<file path="src/rtl/tt_pkg.sv">
// Shared types and sizes for the truth-table scanner.
// Pure declarations; no timing or backpressure of its own.
package tt_pkg;
  localparam int NUM_VECTORS = 16;
  localparam int IDX_W       = 4;
  localparam int CNT_W       = 5;

  typedef enum logic [1:0] {
    IDLE   = 2'd0,
    SETTLE = 2'd1,
    SAMPLE = 2'd2,
    DONE   = 2'd3
  } state_e;
endpackage

</file>
<file path="src/rtl/tt_scanner_if.sv">
// Bundle between the scanner (master) and its host plus the 4-in/1-out block under test (slave).
// Level signals only; start is the sole request and is never back-pressured.
interface tt_scanner_if;
  logic                               start;
  logic [tt_pkg::NUM_VECTORS-1:0]     expected;
  logic                               a_out;
  logic                               b_out;
  logic                               c_out;
  logic                               d_out;
  logic                               z_in;
  logic                               busy;
  logic                               done;
  logic [tt_pkg::NUM_VECTORS-1:0]     truth_table;
  logic                               mismatch;
  logic [tt_pkg::IDX_W-1:0]           first_fail_idx;
  logic [tt_pkg::CNT_W-1:0]           fail_count;

  modport master (
    input  start, expected, z_in,
    output a_out, b_out, c_out, d_out, busy, done,
           truth_table, mismatch, first_fail_idx, fail_count
  );

  modport slave (
    output start, expected, z_in,
    input  a_out, b_out, c_out, d_out, busy, done,
           truth_table, mismatch, first_fail_idx, fail_count
  );
endinterface

</file>
<file path="src/rtl/tt_settle_timer.sv">
// Loadable down-counter: expired_o is high once SETTLE_CYCLES-1 decrements have elapsed since load.
// With SETTLE_CYCLES=0 it loads zero and reads expired at once; the scanner then skips SETTLE.
module tt_settle_timer #(
  parameter int SETTLE_CYCLES = 2
) (
  input  logic clk,
  input  logic rst_n,
  input  logic clr_i,
  input  logic load_i,
  input  logic dec_i,
  output logic expired_o
);
  localparam int CW = 8;
  localparam logic [CW-1:0] LOAD_VAL = (SETTLE_CYCLES > 0) ? CW'(SETTLE_CYCLES - 1) : '0;

  logic [CW-1:0] cnt_q, cnt_d;

  always_comb begin
    cnt_d = cnt_q;
    if (clr_i) begin
      cnt_d = '0;
    end else if (load_i) begin
      cnt_d = LOAD_VAL;
    end else if (dec_i && (cnt_q != '0)) begin
      cnt_d = cnt_q - 1'b1;
    end
  end

  always_ff @(posedge clk) begin
    if (!rst_n) begin
      cnt_q <= '0;
    end else begin
      cnt_q <= cnt_d;
    end
  end

  assign expired_o = (cnt_q == '0);
endmodule

</file>
<file path="src/rtl/tt_scanner.sv">
// Walks all 16 vectors onto a..d, samples z after a settle interval and scores the truth table.
// done pulses 1+16*(SETTLE_CYCLES+1) cycles after an accepted start; start outside IDLE is dropped.
module tt_scanner
  import tt_pkg::*;
#(
  parameter int SETTLE_CYCLES = 2
) (
  input logic          clk,
  input logic          rst_n,
  tt_scanner_if.master bus
);
  localparam state_e SCAN_ST = (SETTLE_CYCLES > 0) ? SETTLE : SAMPLE;
  localparam logic [IDX_W-1:0] LAST_IDX = IDX_W'(NUM_VECTORS - 1);

  state_e                 state_q, state_d;
  logic [IDX_W-1:0]       idx_q, idx_d;
  logic [NUM_VECTORS-1:0] exp_q, exp_d;
  logic [NUM_VECTORS-1:0] tt_q, tt_d;
  logic [CNT_W-1:0]       fcnt_q, fcnt_d;
  logic [IDX_W-1:0]       ffi_q, ffi_d;
  logic                   mism_q, mism_d;
  logic                   busy_q, busy_d;
  logic                   done_q, done_d;
  logic [IDX_W-1:0]       vec_q, vec_d;
  logic                   tmr_clr, tmr_load, tmr_dec, tmr_expired;

  tt_settle_timer #(.SETTLE_CYCLES(SETTLE_CYCLES)) u_timer (
    .clk       (clk),
    .rst_n     (rst_n),
    .clr_i     (tmr_clr),
    .load_i    (tmr_load),
    .dec_i     (tmr_dec),
    .expired_o (tmr_expired)
  );

  always_comb begin
    state_d  = state_q;
    idx_d    = idx_q;
    exp_d    = exp_q;
    tt_d     = tt_q;
    fcnt_d   = fcnt_q;
    ffi_d    = ffi_q;
    mism_d   = mism_q;
    busy_d   = busy_q;
    done_d   = 1'b0;
    tmr_clr  = 1'b0;
    tmr_load = 1'b0;
    tmr_dec  = 1'b0;

    case (state_q)
      IDLE: begin
        if (bus.start) begin
          exp_d    = bus.expected;
          tt_d     = '0;
          mism_d   = 1'b0;
          fcnt_d   = '0;
          ffi_d    = '0;
          idx_d    = '0;
          busy_d   = 1'b1;
          tmr_load = 1'b1;
          state_d  = SCAN_ST;
        end
      end
      SETTLE: begin
        if (tmr_expired) begin
          state_d = SAMPLE;
        end else begin
          tmr_dec = 1'b1;
        end
      end
      SAMPLE: begin
        tt_d[idx_q] = bus.z_in;
        if (bus.z_in != exp_q[idx_q]) begin
          fcnt_d = fcnt_q + 1'b1;
          // fail_count still zero means this is the lowest failing index
          if (fcnt_q == '0) begin
            ffi_d = idx_q;
          end
        end
        if (idx_q == LAST_IDX) begin
          state_d = DONE;
        end else begin
          idx_d    = idx_q + 1'b1;
          tmr_load = 1'b1;
          state_d  = SCAN_ST;
        end
      end
      DONE: begin
        done_d  = 1'b1;
        busy_d  = 1'b0;
        mism_d  = (fcnt_q != '0);
        tmr_clr = 1'b1;
        state_d = IDLE;
      end
      default: state_d = IDLE;
    endcase

    vec_d = ((state_d == SETTLE) || (state_d == SAMPLE)) ? idx_d : '0;
  end

  always_ff @(posedge clk) begin
    if (!rst_n) begin
      state_q <= IDLE;
      idx_q   <= '0;
      exp_q   <= '0;
      tt_q    <= '0;
      fcnt_q  <= '0;
      ffi_q   <= '0;
      mism_q  <= 1'b0;
      busy_q  <= 1'b0;
      done_q  <= 1'b0;
      vec_q   <= '0;
    end else begin
      state_q <= state_d;
      idx_q   <= idx_d;
      exp_q   <= exp_d;
      tt_q    <= tt_d;
      fcnt_q  <= fcnt_d;
      ffi_q   <= ffi_d;
      mism_q  <= mism_d;
      busy_q  <= busy_d;
      done_q  <= done_d;
      vec_q   <= vec_d;
    end
  end

  assign bus.a_out          = vec_q[3];
  assign bus.b_out          = vec_q[2];
  assign bus.c_out          = vec_q[1];
  assign bus.d_out          = vec_q[0];
  assign bus.busy           = busy_q;
  assign bus.done           = done_q;
  assign bus.truth_table    = tt_q;
  assign bus.mismatch       = mism_q;
  assign bus.first_fail_idx = ffi_q;
  assign bus.fail_count     = fcnt_q;
endmodule

</file>
<file path="src/flat_wrapper.sv">
// flat-port wrapper written by rule: the top's interface ports become plain ports
module tt_scanner_flat import tt_pkg::*;
#(
  parameter int SETTLE_CYCLES = 2
)
  (clk, rst_n, bus_start, bus_expected, bus_z_in, bus_a_out, bus_b_out, bus_c_out, bus_d_out, bus_busy, bus_done, bus_truth_table, bus_mismatch, bus_first_fail_idx, bus_fail_count);
  tt_scanner_if bus_i ();
  input logic clk;
  input logic rst_n;
  input wire logic [$bits(bus_i.start)-1:0] bus_start;
  input wire logic [$bits(bus_i.expected)-1:0] bus_expected;
  input wire logic [$bits(bus_i.z_in)-1:0] bus_z_in;
  output wire logic [$bits(bus_i.a_out)-1:0] bus_a_out;
  output wire logic [$bits(bus_i.b_out)-1:0] bus_b_out;
  output wire logic [$bits(bus_i.c_out)-1:0] bus_c_out;
  output wire logic [$bits(bus_i.d_out)-1:0] bus_d_out;
  output wire logic [$bits(bus_i.busy)-1:0] bus_busy;
  output wire logic [$bits(bus_i.done)-1:0] bus_done;
  output wire logic [$bits(bus_i.truth_table)-1:0] bus_truth_table;
  output wire logic [$bits(bus_i.mismatch)-1:0] bus_mismatch;
  output wire logic [$bits(bus_i.first_fail_idx)-1:0] bus_first_fail_idx;
  output wire logic [$bits(bus_i.fail_count)-1:0] bus_fail_count;
  assign bus_i.start = bus_start;
  assign bus_i.expected = bus_expected;
  assign bus_i.z_in = bus_z_in;
  assign bus_a_out = bus_i.a_out;
  assign bus_b_out = bus_i.b_out;
  assign bus_c_out = bus_i.c_out;
  assign bus_d_out = bus_i.d_out;
  assign bus_busy = bus_i.busy;
  assign bus_done = bus_i.done;
  assign bus_truth_table = bus_i.truth_table;
  assign bus_mismatch = bus_i.mismatch;
  assign bus_first_fail_idx = bus_i.first_fail_idx;
  assign bus_fail_count = bus_i.fail_count;
  tt_scanner #(.SETTLE_CYCLES(SETTLE_CYCLES)) u_core (.clk(clk), .rst_n(rst_n), .bus(bus_i));
endmodule
</file>
<file path="config.mk">
export PLATFORM = sky130hd
export DESIGN_NAME = tt_scanner_flat
export DESIGN_NICKNAME = d
export VERILOG_FILES = /design/src/rtl/tt_pkg.sv /design/src/rtl/tt_scanner_if.sv /design/src/rtl/tt_settle_timer.sv /design/src/rtl/tt_scanner.sv /design/src/flat_wrapper.sv
export SDC_FILE = /design/constraint.sdc
export NUM_CORES = 1
export LEC_CHECK = 0
export ABC_AREA = 1
export CAP_MARGIN = 20
export CORE_ASPECT_RATIO = 1.25
export CORE_MARGIN = 1
export CORE_UTILIZATION = 40
export DETAILED_ROUTE_END_ITERATION = 10
export PLACE_DENSITY = 0.76
export SLEW_MARGIN = 5
export SYNTH_ARGS = -nofsm -noshare
export SYNTH_HDL_FRONTEND = slang
export SYNTH_HIERARCHICAL = 1
export SYNTH_SLANG_ARGS = --single-unit
export TNS_END_PERCENT = 30
</file>
<file path="constraint.sdc">
create_clock -name clk -period 1.7 [get_ports clk]
set_input_delay 0.34 -clock clk [delete_from_list [all_inputs] [get_ports clk]]
set_output_delay 0.34 -clock clk [all_outputs]
set_load 0.05 [all_outputs]
</file>
==> Word-level counts from Yosys, hierarchy flattened <==
Index checks and enable logic that the tools add are counted.
{ "totals": {"ff_bits": 62, "input_bits": 20, "output_inout_bits": 32} }
{ "op_classes": {"n_addsub": 3, "n_lt_le_gt_ge": 2, "eq_ne": 10, "muxes": 33, "n_bitwise": 1, "reduce_logical": 19} }
{ "op_table": {"columns": ["op", "n"], "rows": [
  ["one-hot mux 16 bit (2 select lines)", 1],
  ["two-way mux 4 bit", 5],
  ["bitwise mux 16 bit", 1],
  ["two-way mux 16 bit", 1],
  ["one-hot mux 4 bit (2 select lines)", 2],
  ["two-way mux 1 bit", 11],
  ["two-way mux 5 bit", 2],
  ["one-hot mux 5 bit (2 select lines)", 1],
  ["zero test 8 bit", 1],
  ["one-hot mux 2 bit (4 select lines)", 1],
  ["AND reduction 2 bit", 4],
  ["nonzero test 8 bit", 1],
  ["subtractor 8 x 1 -> 8 bit, second input constant", 1],
  ["== test 2 bit, second input constant", 3],
  ["two-way mux 2 bit", 3],
  ["one-hot mux 1 bit (2 select lines)", 3],
  ["nonzero test 2 bit", 3],
  ["adder 5 x 1 -> 5 bit, second input constant", 1],
  ["zero test 5 bit", 1],
  ["less-than comparator 4 x 5 -> 1 bit, second input constant", 1],
  ["nonzero test 5 bit", 1],
  ["adder 4 x 1 -> 4 bit, second input constant", 1],
  ["binary-select mux 1 bit (select 4 bit)", 1],
  ["demux 1 bit (select 4 bit)", 1],
  ["other kinds (14)", 17]
]} }

==> Depth between registers and ports, before layout <==
Gate-level depths: netlist (run 1).
{ "depth": {"depth_word": 6, "ltp_mapped": 13, "mapped_depth_nobuf": 13} }

==> By module <==
The synthesis (run 1) kept the hierarchy.
{ "by_module_without_submodules": {"columns": ["mod", "n_inst", "cells_per_inst", "area_each_um2", "seq_area_each_um2"], "rows": [
  ["tt_scanner", 1, 351, 2588.7, 1081.0],
  ["tt_settle_timer", 1, 82, 514.2, 160.2]
]} }

==> Worst setup path after synthesis (run 1) <==
No wires, ideal clock.
{ "synth_timing": {"path_type": "register to register", "from": "reg u_core.fcnt_q[1] (netlist: u_core/bus.fail_count[1])", "to": "reg u_core.fcnt_q[4] (netlist: u_core/bus.fail_count[4])", "setup_time_ns": 0.070, "arrival_ns": 1.495, "required_ns": 1.630, "slack_ns": 0.135, "path_stages_with_launch": 7, "path_cell_list": "dfxtp_1 ha_1 nand3_1 xor2_1 nor2_1 nand4_1 a21oi_1"} }
{ "synth_via": {"elab_chain_cells": 3} }
{ "synth_lines": {"columns": ["item", "line", "rtl"], "rows": [
  ["start, declared", "tt_scanner.sv:19", "logic [CNT_W-1:0] fcnt_q, fcnt_d;"],
  ["start signal, assigned", "tt_scanner.sv:118", "fcnt_q <= fcnt_d;"],
  ["adder 5 x 1 -> 5 bit", "tt_scanner.sv:74", "fcnt_d = fcnt_q + 1'b1;"],
  ["two-way mux 5 bit", "tt_scanner.sv:73", "if (bus.z_in != exp_q[idx_q]) begin"],
  ["one-hot mux 5 bit (2 select lines)", "tt_scanner.sv:50", "case (state_q)"]
]} }
Every way passes these cells. The select of a mux whose other input is x is not followed.
A chain may end at the register's enable or synchronous reset.

==> Final worst setup path (run 1) <==
{ "layout_timing": {"from": "reg u_core.state_q[1]", "to": "reg u_core.idx_q[3]"} }
{ "layout_via": {"elab_chain_cells": 2, "word_cells_on_any_way": 3, "classes_between": "eq/ne: 1; mux: 1; reduce/logical: 1"} }
{ "layout_lines": {"columns": ["item", "line", "rtl"], "rows": [
  ["start, declared", "tt_scanner.sv:15", "state_e state_q, state_d;"],
  ["start signal, assigned", "tt_scanner.sv:114", "state_q <= state_d;"],
  ["== test 2 bit or zero test 2 bit (tied branches)", "tt_scanner.sv:50", null],
  ["one-hot mux 4 bit (2 select lines) *", "tt_scanner.sv:50", null],
  ["end signal, assigned", "tt_scanner.sv:115", "idx_q <= idx_d;"],
  ["end, declared", "tt_scanner.sv:16", "logic [IDX_W-1:0] idx_q, idx_d;"]
]} }
Every way passes the cells marked *; elsewhere a longest branch is shown, timed or not.

==> results.sh, run 1 <==
export IMPL_rows=35
export IMPL_rsz0062_at_grt="true"
export IMPL_synthTopCellsByArea="dfxtp_1, nand2_1, a21oi_1"
export IMPL_hold_path_startpoint="u_core/exp_q[6]"
export IMPL_syn_cell_area_sq_um=3103
export IMPL_setup_violations=0
export IMPL_grt_start_max_net_pins=40
export IMPL_fin_crit_sh_pct=93.13
export IMPL_synth_cells=433
export IMPL_power_switching_w=0.001110
export IMPL_layout_drive_gt1_share_pct=21.89
export IMPL_wire_per_inst_microns=12.74
export IMPL_worst_pin_slew_ps=324.7
export IMPL_htreeDepth=3
export IMPL_placed_cell_area_sq_um=3785
export IMPL_die_area_sq_um=8115
export IMPL_crit_path_start_kind="flip-flop"
export IMPL_avgSynthCellArea_sq_um=7.166
export IMPL_place_congestion=0.8803
export IMPL_grt_pass1_vias=2766
export IMPL_critPathBufInv=1
export IMPL_stdcell_area_sq_um=3983
export IMPL_diodes=0
export IMPL_drtAntennaViolNets=0
export IMPL_die_w_microns=80.78
export IMPL_core_area_sq_um=7445
export IMPL_viasPerCell=4.957
export IMPL_ys_ff_latch=62
export IMPL_vias=2969
export IMPL_drt_first_pass_iters=4
export IMPL_worstPathCellList="inv_2 -> nor2_4 -> nand2_1 -> nor3_1 -> nor3_1 -> a211oi_1 -> nor2_1"
export IMPL_place_hpwl_microns=5465
export IMPL_crit_top_cell="nor3_1"
export IMPL_clockBufferDepth=2
export IMPL_grt_use_total_pct=19.75
export IMPL_slowest_delay_ps=390
export IMPL_netlist_area_leader_share_pct=40.00
export IMPL_critPathKind="flip-flop to flip-flop"
export IMPL_clock_skew_ps=11.36
export IMPL_crit_start="u_core/state_q[1]"
export IMPL_grt_overflow=0
export IMPL_stdcell_count=599
export IMPL_cts_tree="done"
export IMPL_gr_usage_met3_pct=4.163
export IMPL_cellLeakagePower_nw=1.709
export IMPL_remaining_drc_errors=0
export IMPL_status="finished clean"
export IMPL_final_hold_viol_count=0
export IMPL_cp_top_family="simple AND/OR/NAND/NOR gates"
export IMPL_use_met1_pct=24.85
export IMPL_cp_max_fo=6
export IMPL_antenna_found_initial=0
export IMPL_start_util_pct=41.68
export IMPL_maxCapViolCount=0
export IMPL_slew_viol_final=0
export IMPL_rr_startpoint="u_core/state_q[1]"
export IMPL_grt_use_met2_pct=32.59
export IMPL_clkTransAtPathRegs_ps=70
export IMPL_drt_total_wl_microns=7629
export IMPL_synth_top_area_cell="dfxtp_1"
export IMPL_combPwrFrac_pct=21.6
export IMPL_cts_hold_buf=0
export IMPL_synthDistinctLibCells=31
export IMPL_layout_min_cycle_time_ps=1583
export IMPL_dp_cells=583
export IMPL_power_density_nw_per_um2=876.3
export IMPL_cp_slowest_cell="dfxtp_2"
export IMPL_io_pin_count=52
export IMPL_first_iter_violations=101
export IMPL_hold_class="flip-flop to flip-flop"
export IMPL_ys_seq_area_share_pct=40.00
export IMPL_yosysWarnings=6
export IMPL_insertion_delay_ps=340
export IMPL_ir_drop_uv=376.6
export IMPL_clkPwrFrac_pct=33.4
export IMPL_cp_end_kind="flip-flop"
export IMPL_fmax_ghz=0.6316
export IMPL_numCtsBuffers=9
export IMPL_nets=530
export IMPL_pwr_share_seq_pct=45.1
export IMPL_cts_sinks=62
export IMPL_worst_ep_required_time_ps=1920
export IMPL_internal_power_w=0.002380
export IMPL_root_buffer="clkbuf_8"
export IMPL_syn_num_nets=461
export IMPL_switching_share_pct=31.81
export IMPL_syn2layout_area_growth_pct=28.35
export IMPL_portBuffers=51
export IMPL_top_usage_layer="met2"
export IMPL_grt_pass1_wl_microns=12430
export IMPL_crit_arrival_ps=1800
export IMPL_slew_headroom_pct=78.22
export IMPL_die_h_microns=100.5
==> timing repair <==
action | 4_1_cts | 5_1_grt
resized for setup | 0 | 12
setup endpoints to repair | 0 | 23
setup buffers | 0 | 0
==> power by group through the flow <==
stage	Clock [W]	Combinational, W	Sequential, W
2_1_floorplan	0	0.000427	0.00167
3_3_place_gp	0	0.000725	0.00160
3_5_place_dp	0	0.000740	0.00160
4_1_cts	0.00119	0.000744	0.00157
5_1_grt	0.00125	0.000832	0.00158
6_report	0.00116	0.000753	0.00157
==> worst paths after layout <==
kind	depth (start not counted)	slack (ps)	end
worst max-delay path	7	120	u_core/idx_q[3]
worst min-delay path	2	460	u_core/exp_q[6]
worst max register to register	7	120	u_core/idx_q[3]
worst min register to register	2	460	u_core/exp_q[6]
==> worst reg2reg max path: cells and delay by family, from the launching register on <==
family | cells | cell delay [ps]
flops | 1 | 390
simple gates | 5 | 700
buf+inv | 1 | 70
compound gates | 1 | 290
==> cells by family (layout without fill, tap and decap cells) <==
group / Yosys count / after routing / share of synthesized area, %
AOI/OAI and AO/OA: 94 / 94 / 16.37
xor gates and xnor gates: 4 / 4 / 1.129
and+or+nand+nor: 193 / 193 / 29.56
buffers and inverters: 72 / 146 / 9.718
DFF: 62 / 62 / 40.00
adders and majority gates: 8 / 8 / 3.226
==> final cells by class <==
cell class	instances	area, sq um
timing repair buffer	72	650.6
sequential	62	1249
clock buffer	11	141.4
fill	715	3462
clock inverter	5	35.03
inverter	58	222.7
tap	92	115.1
multi-input combinational	299	1569
==> cells in the final DEF, fill, tap and decap left out, drive strengths merged <==
| cell type | n |
|---|---|
| nor2 | 61 |
| xor2 | 3 |
| a32oi | 3 |
| nand4 | 4 |
| buf | 53 |
| clkinv | 1 |
| nand3 | 26 |
| a21oi | 48 |
| nand2 | 95 |
| nand3b | 1 |
| ha | 8 |
| clkdlybuf4s50 | 19 |
| nor4 | 4 |
| a211oi | 5 |
| o21ai | 37 |
| dfxtp | 62 |
| a21boi | 1 |
| xnor2 | 1 |
| inv | 58 |
| nor3 | 2 |
| clkbuf | 11 |
| clkinvlp | 4 |
==> synthesized netlist by cell type, drive strengths merged <==
| library cell | count |
|---|---|
| buf | 8 |
| nand3b | 1 |
| nor3 | 2 |
| nand2 | 95 |
| nand3 | 26 |
| clkbuf | 6 |
| xnor2 | 1 |
| nand4 | 4 |
| a32oi | 3 |
| a21boi | 1 |
| nor2 | 61 |
| a211oi | 5 |
| inv | 58 |
| xor2 | 3 |
| o21ai | 37 |
| dfxtp | 62 |
| nor4 | 4 |
| a21oi | 48 |
| ha | 8 |
==> sequential cells by signal (all words and copies together), names as in the netlist, 2 cells and up <==
name                       cells
u_core/bus.first_fail_idx      4
u_core/bus.truth_table        16
u_core/bus.fail_count          5
u_core/vec_q                   4
u_core/u_timer/cnt_q           8
u_core/exp_q                  16
u_core/state_q                 2
u_core/idx_q                   4
==> layer usage <==
layer  routed length [microns]  part of all wire (%)
met5                         0                     0
met4                       127                   1.7
met3                       331                   4.3
met2                      3588                    47
met1                      3581                    47
==> metrics by stage <==
step | setup TNS [ps] | setup slack [ps] | power (W) | util [%] | hold WS [ps]
after floorplan | 0 | 135.0 | 0.002100 | - | 428.6
after global placement | 0 | 30.83 | 0.002327 | 50.84 | 439.8
after detailed placement | -9.823 | -6.793 | 0.002344 | 50.84 | 445.7
after CTS | 0 | 8.745 | 0.003502 | 53.21 | 455.6
after global routing | -36.18 | -29.58 | 0.003661 | 53.50 | 469.6
final | 0 | 116.7 | 0.003490 | 53.50 | 456.0
No activity file was read; power rests on OpenSTA's default activity.
==> run 2, diff against run 1 <==
--- a/config.mk
+++ b/config.mk
@@ -10,6 +10,7 @@
 export CORE_ASPECT_RATIO = 1.25
 export CORE_MARGIN = 1
 export CORE_UTILIZATION = 40
+export CTS_BUF_LIST = sky130_fd_sc_hd__clkbuf_16
 export DETAILED_ROUTE_END_ITERATION = 10
 export PLACE_DENSITY = 0.76
 export SLEW_MARGIN = 5
==> run 2 against run 1 <==
  * First-iteration DRC count grew 3.0%
  * Critical path type unchanged
  * Sequential share of layout area shrank 0.66 points
  * Clock skew shrank 4.9 ps
  * Die area is the same
  * Setup slack lost 13 ps
  * Via count grew 0.51%
  * Worst hold slack lost 1.8 ps
==> results.sh, run 2 (same netlist as run 1, synthesis figures left out) <==
export IMPL_final_hold_viol_count=0
export IMPL_placed_cell_area_sq_um=3785
export IMPL_worst_ep_required_time_ps=1910
export IMPL_rows=35
export IMPL_stdcell_count=599
export IMPL_reg2reg_slack_ps=100
export IMPL_clock_skew_ps=6.494
export IMPL_nets=530
export IMPL_dp_cells=583
export IMPL_place_congestion=0.8803
export IMPL_root_buffer="clkbuf_16"
export IMPL_status="finished clean"
export IMPL_antenna_found_initial=0
export IMPL_fmax_ghz=0.6265
export IMPL_drt_total_wl_microns=7606
export IMPL_viasPerCell=4.982
export IMPL_grt_start_max_net_pins=40
export IMPL_min_path_cells=2
export IMPL_fillers=701
export IMPL_die_area_sq_um=8115
export IMPL_ir_drop_uv=587.1
export IMPL_die_h_microns=100.5
export IMPL_rsz0062_at_grt="true"
export IMPL_power_density_nw_per_um2=966.9
export IMPL_insertion_delay_ps=330
export IMPL_worst_pin_slew_ps=339.2
export IMPL_drtAntennaViolNets=0
export IMPL_wire_per_inst_microns=12.70
export IMPL_layout_min_cycle_time_ps=1596
export IMPL_htreeDepth=3
export IMPL_remaining_drc_errors=0
export IMPL_final_cell_mix="nand2_1, dfxtp_1, nor2_1, inv_1, buf_4"
export IMPL_grt_overflow=0
export IMPL_numCtsBuffers=9
export IMPL_slew_viol_final=0
export IMPL_syn2layout_area_growth_pct=31.09
export IMPL_crit_arrival_ps=1800
export IMPL_setup_violations=0
export IMPL_die_w_microns=80.78
export IMPL_cellLeakagePower_nw=1.753
export IMPL_start_util_pct=41.68
export IMPL_maxCapViolCount=0
export IMPL_grt_pass1_vias=2807
export IMPL_final_common_cell="nand2_1"
export IMPL_fin_crit_sh_pct=93.89
export IMPL_layout_drive_gt1_share_pct=21.30
export IMPL_grt_pass1_wl_microns=12550
export IMPL_core_area_sq_um=7445
export IMPL_cts_tree="done"
export IMPL_layout_setup_ws_ps=103.9
export IMPL_cts_hold_buf=0
export IMPL_clockBufferDepth=2
export IMPL_ff2ff_path_depth=9
export IMPL_drt_first_pass_iters=4
export IMPL_place_ws_ps=-6.793
export IMPL_clkTransAtPathRegs_ps=50
export IMPL_slew_headroom_pct=77.39
export IMPL_place_hpwl_microns=5465
export IMPL_cts_sinks=62
export IMPL_cp_max_fo=5
export IMPL_vias=2984
export IMPL_first_iter_violations=104
export IMPL_stdcell_area_sq_um=4068
export IMPL_crit_path_start_kind="flip-flop"
export IMPL_timing_setup_tns_ps=0
export IMPL_critPathKind="flip-flop to flip-flop"
export IMPL_final_util_pct=54.64
export IMPL_diodes=0
export IMPL_hold_class="flip-flop to flip-flop"
export IMPL_io_pin_count=52
export IMPL_grt_use_total_pct=20.08
export IMPL_portBuffers=51
export IMPL_cp_end_kind="flip-flop"
==> run 2: worst max-delay path, cell delays in order, from the launching register on <==
cell and delay (ps):
dfxtp_4 370, ha_1 200, inv_1 160, nor2_1 80
inv_1 70, nor2_1 50, inv_1 120, a21oi_2 80
o21ai_1 260, nor2_1 80
==> run 2: routing by layer <==
layer  track usage [%]  wire length, microns
met1             24.79                  3442
met5                 0                     0
met3             4.977                   390
met4             9.615                   155
met2             32.40                  3617
==> run 2: power by group <==
group,internal [W],leakage (nW),switching [W]
registers,0.00153,0.508,0.0000439
clock network,0.000970,0.122,0.000639
logic,0.000284,1.12,0.000465
==> run 2: area by class of cell <==
type                            instances  area (sq um)  share of cell area, %
Clock inverter                          7         42.54                  1.046
Inverter                               58         222.7                  5.475
Sequential cell                        62          1249                  30.70
Tap cell                               92         115.1                  2.830
Clock buffer                            9         225.2                  5.537
Multi-Input combinational cell        299          1563                  38.42
Timing Repair Buffer                   72         650.6                  16.00
==> run 2: worst paths after layout <==
kind | start | end
max reg2reg | u_core/idx_q[0] | u_core/vec_q[2]
min | u_core/exp_q[7] | u_core/exp_q[7]
min reg2reg | u_core/exp_q[7] | u_core/exp_q[7]
max | u_core/idx_q[0] | u_core/vec_q[2]
==> run 2: what timing repair did <==
item,4_1_cts,5_1_grt
setup buffers,0,0
resized for setup,0,11
endpoints found under the hold margin,0,0
endpoints found under the setup margin,0,24
==> run 2: stage by stage <==
step | hold slack, ps | total power [W]
3_3_place_gp | 439.8 | 0.002327
2_1_floorplan | 428.6 | 0.002100
3_5_place_dp | 445.7 | 0.002344
6_report | 454.1 | 0.003933
5_1_grt | 466.3 | 0.004124
4_1_cts | 452.9 | 0.003965
